[config.mk]
export PLATFORM = sky130hd
export DESIGN_NAME = mult_div_unit
export DESIGN_NICKNAME = d
export VERILOG_FILES = /design/src/rtl/cpu_pkg.sv /design/src/rtl/mdu_iter_core.sv /design/src/rtl/mult_div_unit.sv
export SDC_FILE = /design/constraint.sdc
export NUM_CORES = 1
export LEC_CHECK = 0
export CAP_MARGIN = 30
export CORE_MARGIN = 5
export CORE_UTILIZATION = 30
export CTS_CLUSTER_DIAMETER = 150
export CTS_CLUSTER_SIZE = 25
export DETAILED_ROUTE_END_ITERATION = 8
export GPL_TIMING_DRIVEN = 0
export PLACE_DENSITY = 0.44
export SETUP_SLACK_MARGIN = 0.05
export SKIP_CTS_REPAIR_TIMING = 1
export SYNTH_ARGS = -nofsm -noshare
export SYNTH_HDL_FRONTEND = slang
export SYNTH_SLANG_ARGS = --single-unit
export TNS_END_PERCENT = 30
[constraint.sdc]
create_clock -name clk -period 4.3 [get_ports clk]
set_input_delay 1.29 -clock clk [delete_from_list [all_inputs] [get_ports clk]]
set_output_delay 1.29 -clock clk [all_outputs]
set_load 0.1 [all_outputs]
[src/rtl/cpu_pkg.sv]
// Shared definitions for the multiply/divide unit: operation encodings,
// FSM state names and the quotient returned for a zero divisor.
package cpu_pkg;

    typedef enum logic [1:0] {
        MDU_MULT  = 2'b00,
        MDU_MULTU = 2'b01,
        MDU_DIV   = 2'b10,
        MDU_DIVU  = 2'b11
    } mdu_op_e;

    typedef enum logic [1:0] {
        MDU_IDLE  = 2'b00,
        MDU_CALC  = 2'b01,
        MDU_FIXUP = 2'b10
    } mdu_state_e;

    // Widest operand this unit is expected to be built with.
    localparam int MDU_MAX_WIDTH = 64;

    // LO value for a zero divisor (all ones, sliced down to the operand width).
    localparam logic [MDU_MAX_WIDTH-1:0] DIV0_LO = '1;

endpackage

[src/rtl/mdu_iter_core.sv]
// One-step-per-cycle datapath shared by multiply and divide.
// Multiply: shift-add, with the multiplier held in r_lo and consumed LSB first.
//   The product high half accumulates in r_acc, and its low half shifts into r_lo.
// Divide: restoring division. r_acc holds the partial remainder, and r_lo starts
//   as the dividend and fills with quotient bits from the bottom.
module mdu_iter_core
    import cpu_pkg::*;
#(
    parameter int WIDTH = 32
) (
    input  logic             clk,
    input  logic             reset,
    input  logic             i_load,
    input  logic             i_step,
    input  logic             i_isDiv,
    input  logic [WIDTH-1:0] i_a,
    input  logic [WIDTH-1:0] i_b,
    output logic [WIDTH-1:0] o_hi,
    output logic [WIDTH-1:0] o_lo
);

    logic [WIDTH-1:0] r_acc;
    logic [WIDTH-1:0] r_lo;
    logic [WIDTH-1:0] r_b;
    logic             r_isDiv;

    logic [WIDTH-1:0] w_addend;
    logic [WIDTH:0]   w_sum;
    logic [WIDTH:0]   w_shift;
    logic [WIDTH:0]   w_diff;
    logic             w_fits;

    // Combinational step: a (WIDTH+1)-bit add for multiply, and a shift-and-trial-subtract for divide.
    always_comb begin
        w_addend = r_lo[0] ? r_b : '0;
        w_sum    = {1'b0, r_acc} + {1'b0, w_addend};
        w_shift  = {r_acc, r_lo[WIDTH-1]};
        w_diff   = w_shift - {1'b0, r_b};
        w_fits   = ~w_diff[WIDTH];
    end

    // Accumulator registers: loaded at launch, then advanced one radix-2 step per cycle.
    // The remainder is always below the divisor, so it fits back into WIDTH bits.
    always_ff @(posedge clk) begin
        if (reset) begin
            r_acc   <= '0;
            r_lo    <= '0;
            r_b     <= '0;
            r_isDiv <= 1'b0;
        end else if (i_load) begin
            r_acc   <= '0;
            r_isDiv <= i_isDiv;
            r_lo    <= i_isDiv ? i_a : i_b;
            r_b     <= i_isDiv ? i_b : i_a;
        end else if (i_step) begin
            if (r_isDiv) begin
                if (w_fits) begin
                    r_acc <= w_diff[WIDTH-1:0];
                    r_lo  <= {r_lo[WIDTH-2:0], 1'b1};
                end else begin
                    r_acc <= w_shift[WIDTH-1:0];
                    r_lo  <= {r_lo[WIDTH-2:0], 1'b0};
                end
            end else begin
                r_acc <= w_sum[WIDTH:1];
                r_lo  <= {w_sum[0], r_lo[WIDTH-1:1]};
            end
        end
    end

    assign o_hi = r_acc;
    assign o_lo = r_lo;

endmodule

[src/rtl/mult_div_unit.sv]
// Iterative multiply/divide unit with private HI/LO registers.
// The core works on operand magnitudes. Signs are recorded at launch and applied
// in a single fixup cycle before HI/LO are written. The unit reports busy for the
// whole operation so that dependent HI/LO traffic can be stalled upstream.
module mult_div_unit
    import cpu_pkg::*;
#(
    parameter int WIDTH = 32
) (
    input  logic             clk,
    input  logic             reset,
    input  logic             start,
    input  logic [1:0]       op,
    input  logic [WIDTH-1:0] opa,
    input  logic [WIDTH-1:0] opb,
    input  logic             hi_we,
    input  logic             lo_we,
    input  logic [WIDTH-1:0] wdata,
    output logic [WIDTH-1:0] hi,
    output logic [WIDTH-1:0] lo,
    output logic             busy,
    output logic             done
);

    localparam int CW = $clog2(WIDTH) + 1;

    mdu_state_e       r_state;
    mdu_state_e       w_nextState;
    logic [CW-1:0]    r_count;
    logic             r_isDiv;
    logic             r_negRes;
    logic             r_negRem;
    logic             r_div0;
    logic [WIDTH-1:0] r_hi;
    logic [WIDTH-1:0] r_lo;
    logic             r_done;

    logic             w_launch;
    logic             w_signed;
    logic             w_aNeg;
    logic             w_bNeg;
    logic [WIDTH-1:0] w_aMag;
    logic [WIDTH-1:0] w_bMag;
    logic [WIDTH-1:0] w_coreHi;
    logic [WIDTH-1:0] w_coreLo;
    logic [2*WIDTH-1:0] w_prod;
    logic [2*WIDTH-1:0] w_prodFix;
    logic [WIDTH-1:0] w_quotFix;
    logic [WIDTH-1:0] w_remFix;
    logic [WIDTH-1:0] w_newHi;
    logic [WIDTH-1:0] w_newLo;

    // Launch decode, and operand magnitudes for the signed variants.
    always_comb begin
        w_launch = (r_state == MDU_IDLE) && start;
        w_signed = (mdu_op_e'(op) == MDU_MULT) || (mdu_op_e'(op) == MDU_DIV);
        w_aNeg   = w_signed && opa[WIDTH-1];
        w_bNeg   = w_signed && opb[WIDTH-1];
        w_aMag   = w_aNeg ? (~opa + 1'b1) : opa;
        w_bMag   = w_bNeg ? (~opb + 1'b1) : opb;
    end

    mdu_iter_core #(
        .WIDTH (WIDTH)
    ) u_core (
        .clk     (clk),
        .reset   (reset),
        .i_load  (w_launch),
        .i_step  (r_state == MDU_CALC),
        .i_isDiv (op[1]),
        .i_a     (w_aMag),
        .i_b     (w_bMag),
        .o_hi    (w_coreHi),
        .o_lo    (w_coreLo)
    );

    // State register.
    always_ff @(posedge clk) begin
        if (reset) begin
            r_state <= MDU_IDLE;
        end else begin
            r_state <= w_nextState;
        end
    end

    // Next-state logic: IDLE -> CALC on start, CALC for WIDTH steps, then one FIXUP cycle.
    always_comb begin
        w_nextState = r_state;
        case (r_state)
            MDU_IDLE:  if (start) w_nextState = MDU_CALC;
            MDU_CALC:  if (r_count == CW'(WIDTH - 1)) w_nextState = MDU_FIXUP;
            MDU_FIXUP: w_nextState = MDU_IDLE;
            default:   w_nextState = MDU_IDLE;
        endcase
    end

    // Step counter: cleared at launch, advanced once per CALC cycle.
    always_ff @(posedge clk) begin
        if (reset) begin
            r_count <= '0;
        end else if (w_launch) begin
            r_count <= '0;
        end else if (r_state == MDU_CALC) begin
            r_count <= r_count + 1'b1;
        end
    end

    // Operation kind and result signs, captured at launch for use in the fixup cycle.
    always_ff @(posedge clk) begin
        if (reset) begin
            r_isDiv  <= 1'b0;
            r_negRes <= 1'b0;
            r_negRem <= 1'b0;
            r_div0   <= 1'b0;
        end else if (w_launch) begin
            r_isDiv  <= op[1];
            r_negRes <= w_aNeg ^ w_bNeg;
            r_negRem <= w_aNeg;
            r_div0   <= op[1] && (opb == '0);
        end
    end

    // Sign fixup. For a zero divisor, the magnitude path already leaves the dividend in
    // the remainder, so only the quotient has to be forced.
    always_comb begin
        w_prod    = {w_coreHi, w_coreLo};
        w_prodFix = r_negRes ? (~w_prod + 1'b1) : w_prod;
        w_quotFix = r_negRes ? (~w_coreLo + 1'b1) : w_coreLo;
        w_remFix  = r_negRem ? (~w_coreHi + 1'b1) : w_coreHi;
        if (r_div0) begin
            w_quotFix = DIV0_LO[WIDTH-1:0];
        end
        w_newHi = r_isDiv ? w_remFix  : w_prodFix[2*WIDTH-1:WIDTH];
        w_newLo = r_isDiv ? w_quotFix : w_prodFix[WIDTH-1:0];
    end

    // HI/LO: the op result is written in FIXUP. MTHI/MTLO writes are taken only in IDLE.
    always_ff @(posedge clk) begin
        if (reset) begin
            r_hi <= '0;
            r_lo <= '0;
        end else if (r_state == MDU_FIXUP) begin
            r_hi <= w_newHi;
            r_lo <= w_newLo;
        end else if (r_state == MDU_IDLE) begin
            if (hi_we) r_hi <= wdata;
            if (lo_we) r_lo <= wdata;
        end
    end

    // Completion pulse, high in the cycle after HI/LO are written.
    always_ff @(posedge clk) begin
        if (reset) begin
            r_done <= 1'b0;
        end else begin
            r_done <= (r_state == MDU_FIXUP);
        end
    end

    assign hi   = r_hi;
    assign lo   = r_lo;
    assign busy = (r_state != MDU_IDLE);
    assign done = r_done;

endmodule

# After elaboration in Yosys (flattened, before gate mapping)
# Cells that the tools add are included.
word_totals:
  ff_bits: 173
  in_bits: 103
  elab_cells: 75
  output_inout_bits: 66
op_classes:
  addsub: 8
  n_bitwise: 6
  mux: 26
  n_eq_ne: 6
  n_reduce_logical: 17
op_table:
  columns: ["op", "count"]
  rows:
  - ["32-bit 2-to-1 mux", 21]
  - ["32-bit by 1-bit adder with 32-bit output (second input constant)", 4]
  - ["32-bit NOT", 4]
  - ["64-bit by 1-bit adder with 64-bit output (second input constant)", 1]
  - ["64-bit 2-to-1 mux", 1]
  - ["64-bit NOT", 1]
  - ["32-bit by 32-bit adder with 33-bit output", 1]
  - ["33-bit by 32-bit subtractor with 33-bit output", 1]
  - ["32-bit logical NOT", 1]
  - ["2-bit nonzero test", 5]
  - ["6-bit by 1-bit adder with 6-bit output (second input constant)", 1]
  - ["6-bit by 5-bit == test with 1-bit output (second input constant)", 1]
  - ["2-bit AND reduction", 3]
  - ["2-bit == test (second input constant)", 2]
  - ["1-bit logical AND", 4]
  - ["2-bit logical NOT", 2]
  - ["2-bit 2-to-1 mux", 2]
  - ["2-bit != test (second input constant)", 2]
  - ["2-bit case mux with 2 select lines", 1]
  - ["2-bit by 1-bit == test with 1-bit output (second input constant)", 1]
  - ["2-bit OR reduction", 1]
  - ["1-bit logical OR", 1]
  - ["1-bit 2-to-1 mux", 1]
  - ["1-bit bitwise XOR", 1]

# Depth between registers and ports, before layout
depth:
  ltp_word: 6
  mapped_depth: 15
  depth_no_buf: 12

# Hierarchy
# From an unflattened synthesis, not the netlist that was laid out.
unflattened:
  cells_unflattened: 1971
  hier_area_um2: 15205.8
modules_own_cells:
  columns: ["mod", "area_per_inst_um2", "n_inst", "cells_per_inst", "seq_area_each_um2"]
  rows:
  - ["mdu_iter_core", 8821.0, 1, 1101, 1941.9]
  - ["mult_div_unit", 6384.9, 1, 870, 1541.5]

# Worst setup path before layout
# OpenSTA, ideal clock, no wires.
synth_timing:
  path_kind: "input to register"
  from: "input port opb[5]"
  to: "register u_core.r_b[26]"
  setup_slack_ns: 0.696
  path_buffers: 0
  t_required_ns: 4.184
  setup_ns: 0.116
  arrival_ns: 3.488
  cell_stages: 9
  path_cell_list: "or4_1 nor4b_2 nand2_1 nor3b_1 a21oi_1 xor2_1 o21ai_0 a21oi_1 a31o_2"
synth_between:
  elab_chain_len: 4
synth_lines:
  columns: ["element", "line", "rtl"]
  rows:
  - ["start: declaration", "mult_div_unit.sv:15", "input logic [WIDTH-1:0] opb,"]
  - ["32-bit NOT", "mult_div_unit.sv:60", "w_bMag = w_bNeg ? (~opb + 1'b1) : opb;"]
  - ["32-bit by 1-bit adder with 32-bit output", "mult_div_unit.sv:60", null]
  - ["32-bit 2-to-1 mux", "mult_div_unit.sv:60", null]
  - ["32-bit 2-to-1 mux", "mdu_iter_core.sv:54", "r_b <= i_isDiv ? i_b : i_a;"]
  - ["end signal: assignment", "mdu_iter_core.sv:54", null]
  - ["end: declaration", "mdu_iter_core.sv:24", "logic [WIDTH-1:0] r_b;"]
# Every way passes these cells.
# A chain may end at the register's enable or synchronous reset.

# Worst setup path after layout
layout_timing:
  from: "register u_core.r_lo[31], in the netlist u_core.o_lo[31]"
  to: "register u_core.r_acc[19], in the netlist u_core.o_hi[19]"
layout_between:
  elab_chain_len: 3
layout_lines:
  columns: ["element", "line", "rtl"]
  rows:
  - ["start: declaration", "mdu_iter_core.sv:23", "logic [WIDTH-1:0] r_lo;"]
  - ["start signal: assignment", "mdu_iter_core.sv:53", "r_lo <= i_isDiv ? i_a : i_b;"]
  - ["start signal: assignment", "mdu_iter_core.sv:59", "r_lo <= {r_lo[WIDTH-2:0], 1'b1};"]
  - ["start signal: assignment", "mdu_iter_core.sv:62", "r_lo <= {r_lo[WIDTH-2:0], 1'b0};"]
  - ["33-bit by 32-bit subtractor with 33-bit output", "mdu_iter_core.sv:38", "w_diff = w_shift - {1'b0, r_b};"]
  - ["32-bit 2-to-1 mux", "mdu_iter_core.sv:57", "if (w_fits) begin"]
  - ["32-bit 2-to-1 mux", "mdu_iter_core.sv:56", "if (r_isDiv) begin"]
  - ["end signal: assignment", "mdu_iter_core.sv:58", "r_acc <= w_diff[WIDTH-1:0];"]
  - ["end signal: assignment", "mdu_iter_core.sv:61", "r_acc <= w_shift[WIDTH-1:0];"]
  - ["end signal: assignment", "mdu_iter_core.sv:65", "r_acc <= w_sum[WIDTH:1];"]
  - ["end: declaration", "mdu_iter_core.sv:22", "logic [WIDTH-1:0] r_acc;"]
# Every way passes these cells.

==> out/qor.txt <==
initial antenna violation count: 0
Seq cells post-synth: 173
H-Tree Depth: 4
# rows: 81
syn_area_per_cell: 7.265 um2
clk buf depth: 2
fillers: 5271
most frequent cell after synthesis: nand2_1
die height: 232.7 um
HP Class: register to register
# diodes: 0
CTS tree: yes
DR iter-0 viols: 1496
CTS Buf Count: 17
per-cell routed wire length: 24.96 um
asr flop ratio synth: 0%
syn nets: 2222
crit end category: register
chip width: 232.7 um
Core ar.: 48950 um2
Buffers on Ports: 166
Clock Skew: 15.32 ps
area delta synth->final: 21.65%
Max-slew headroom: 31.49%
Via density: 5.674
Yosys cell types: 74
RSZ-0062 raised after global routing: true
total congestion overflow: 0
Routed Antenna Nets: 0
vias in the first global route: 15.53k
CP Launch Type: register
minimum clock period: 4085 ps
total power draw: 5.900 mW
gr usage total: 25.77%
Fmax achieved: 244.8 MHz
WHS: 458.8 ps
Hold Crit Depth: 2
Seq/Total Area, Yosys: 23.28%
crit path kind: register to register
Synth Warn #: 0
max_cap viols: 0
worst skew pair latency: 470 ps
Final Hold Fails: 0
via count: 16.56k
Mapped Cells: 2048
Reg area: 3466 um2
Slew Limit Fails: 0
clock sink count: 173
Post-Route WL: 72.86 mm
share of cells above drive strength 1: 4.257%
Synth area leader: dfxtp_1
first-pass GRT wire length: 104.5 mm
DIE AREA: 54150 um2
area of the multi-input gates: 10700 um2
depth of the most critical reg-to-reg path: 14
Mapped Area: 14880 um2
Synth area leaders: dfxtp_1 23%, a21oi_1 7.1%, xnor2_1 6.7%
period utilization: 95.00%
Power Dens Cells: 326.0 nW/um2
number of synthesized flops with an enable pin: 0
Initial Util: 30.39%
Slew @ Worst Pin: 1024 ps
IO Pins: 169
First-pass DRT Iterations: 8
Max FO, Critical Path: 10
maximum VDD drop: 0.0003312 V
Crit path arrival time: 4460 ps
Root Buffer: clkbuf_16
Synth top area share: 23.28%
DP HPWL: 59.06 mm
Leak: 6.653 nW
Required @ worst endpoint: 4680 ps
largest net degree at the start of global routing: 17
list of most frequent post-synthesis cells: 218 x nand2_1, 211 x a21oi_1, 207 x nor2_1, 173 x dfxtp_1, 130 x o21ai_0
Placer Congestion: 0.9206
layout net count: 2416
DRC: 0
TNS Setup: 0 ps
outcome: completed
most frequently used flop master after synthesis: dfxtp_1
endpoints failing setup: 0
Reg clk slew, reported paths: 70 ps
## cells in the final DEF (no fill, tap or decap), types with 22 or more instances in the layout
master / count
o21ai_0: 127
dfxtp_1: 171
o211ai_1: 42
a21oi_1: 211
xor2_1: 63
clkbuf_1: 126
nand2b_1: 22
nand3_1: 39
o31ai_1: 35
nor3_1: 28
o221ai_1: 39
a21o_1: 37
inv_1: 61
ha_1: 69
xnor2_1: 114
mux2i_1: 52
nor2_1: 207
clkdlybuf4s50_1: 166
nand2_1: 218
a31oi_1: 28
a211oi_1: 61
nor4_1: 26
## worst max-delay path, stage by stage, from the launching register on
cell and delay [ps]:
dfxtp_1 510, inv_1 80, ha_1 220, fa_1 400, nand2b_1 210, a211oi_2 290, o31a_1 160, buf_4 150
a21o_1 280, a41oi_4 300, or3_1 470, nand3_1 120, buf_2 370, mux2i_1 140, a221oi_1 290
## cells by family after synthesis
kind of cell / after synthesis / synth area share, %
compound gates: 699 / 30.13
xor+xnor: 177 / 10.42
fa+ha+maj: 71 / 6.072
buf+inv: 209 / 5.374
flops: 173 / 23.28
mux: 53 / 3.574
simple gates: 666 / 21.15
## worst paths after layout
check	start	end	slack, ps
setup / recovery	u_core.o_lo[31]$_SDFFE_PP0P_	u_core.o_hi[19]$_SDFFE_PP0P_	220
hold / removal	lo[14]$_SDFFE_PP0P_	lo[14]$_SDFFE_PP0P_	460
setup reg to reg	u_core.o_lo[31]$_SDFFE_PP0P_	u_core.o_hi[19]$_SDFFE_PP0P_	220
hold reg to reg	lo[14]$_SDFFE_PP0P_	lo[14]$_SDFFE_PP0P_	460
## power breakdown
group	switching, mW	leakage [nW]	internal, mW
clock	0.790	0.274	0.771
sequential	0.136	1.42	1.71
combinational	1.66	4.96	0.826
total	2.59	6.65	3.31
## routing by layer
layer	track usage (%)	share of wire, %	up-vias
met2	41.99	46	618
met1	34.87	45	7961
met4	8.547	3.3	0
met3	4.015	6.0	98
li1	-	-	7886
met5	0	0	-
## flip-flops by register name, summed over array words and instances (netlist names)
register / flops
r_count: 6
hi: 32
r_negRes: 1
u_core.o_lo: 32
done: 1
u_core.o_hi: 32
r_negRem: 1
lo: 32
r_state: 2
u_core.r_isDiv: 1
u_core.r_b: 32
r_div0: 1
## area by class of cell
cell class | instances | area share, %
Multi-Input combinational cell | 1666 | 59.09
Sequential cell | 173 | 19.15
Timing Repair Buffer | 175 | 9.651
Tap cell | 664 | 4.590
Buffer | 147 | 3.159
Clock buffer | 19 | 2.447
Inverter | 62 | 1.307
Clock inverter | 13 | 0.6014
## through the flow
step | cell area [um2] | setup WS (ps) | util [%] | cells
after floorplan | 14880 | 696.0 | - | 2048
after global placement | 17370 | -648.4 | 35.49 | 2878
after detailed placement | 17400 | -664.3 | 35.55 | 2880
after CTS | 17950 | -715.4 | 36.68 | 2912
after global routing | 18100 | 41.25 | 36.97 | 2919
final | 18100 | 215.1 | 36.97 | 2919
No activity file was read; power rests on OpenSTA's default activity.
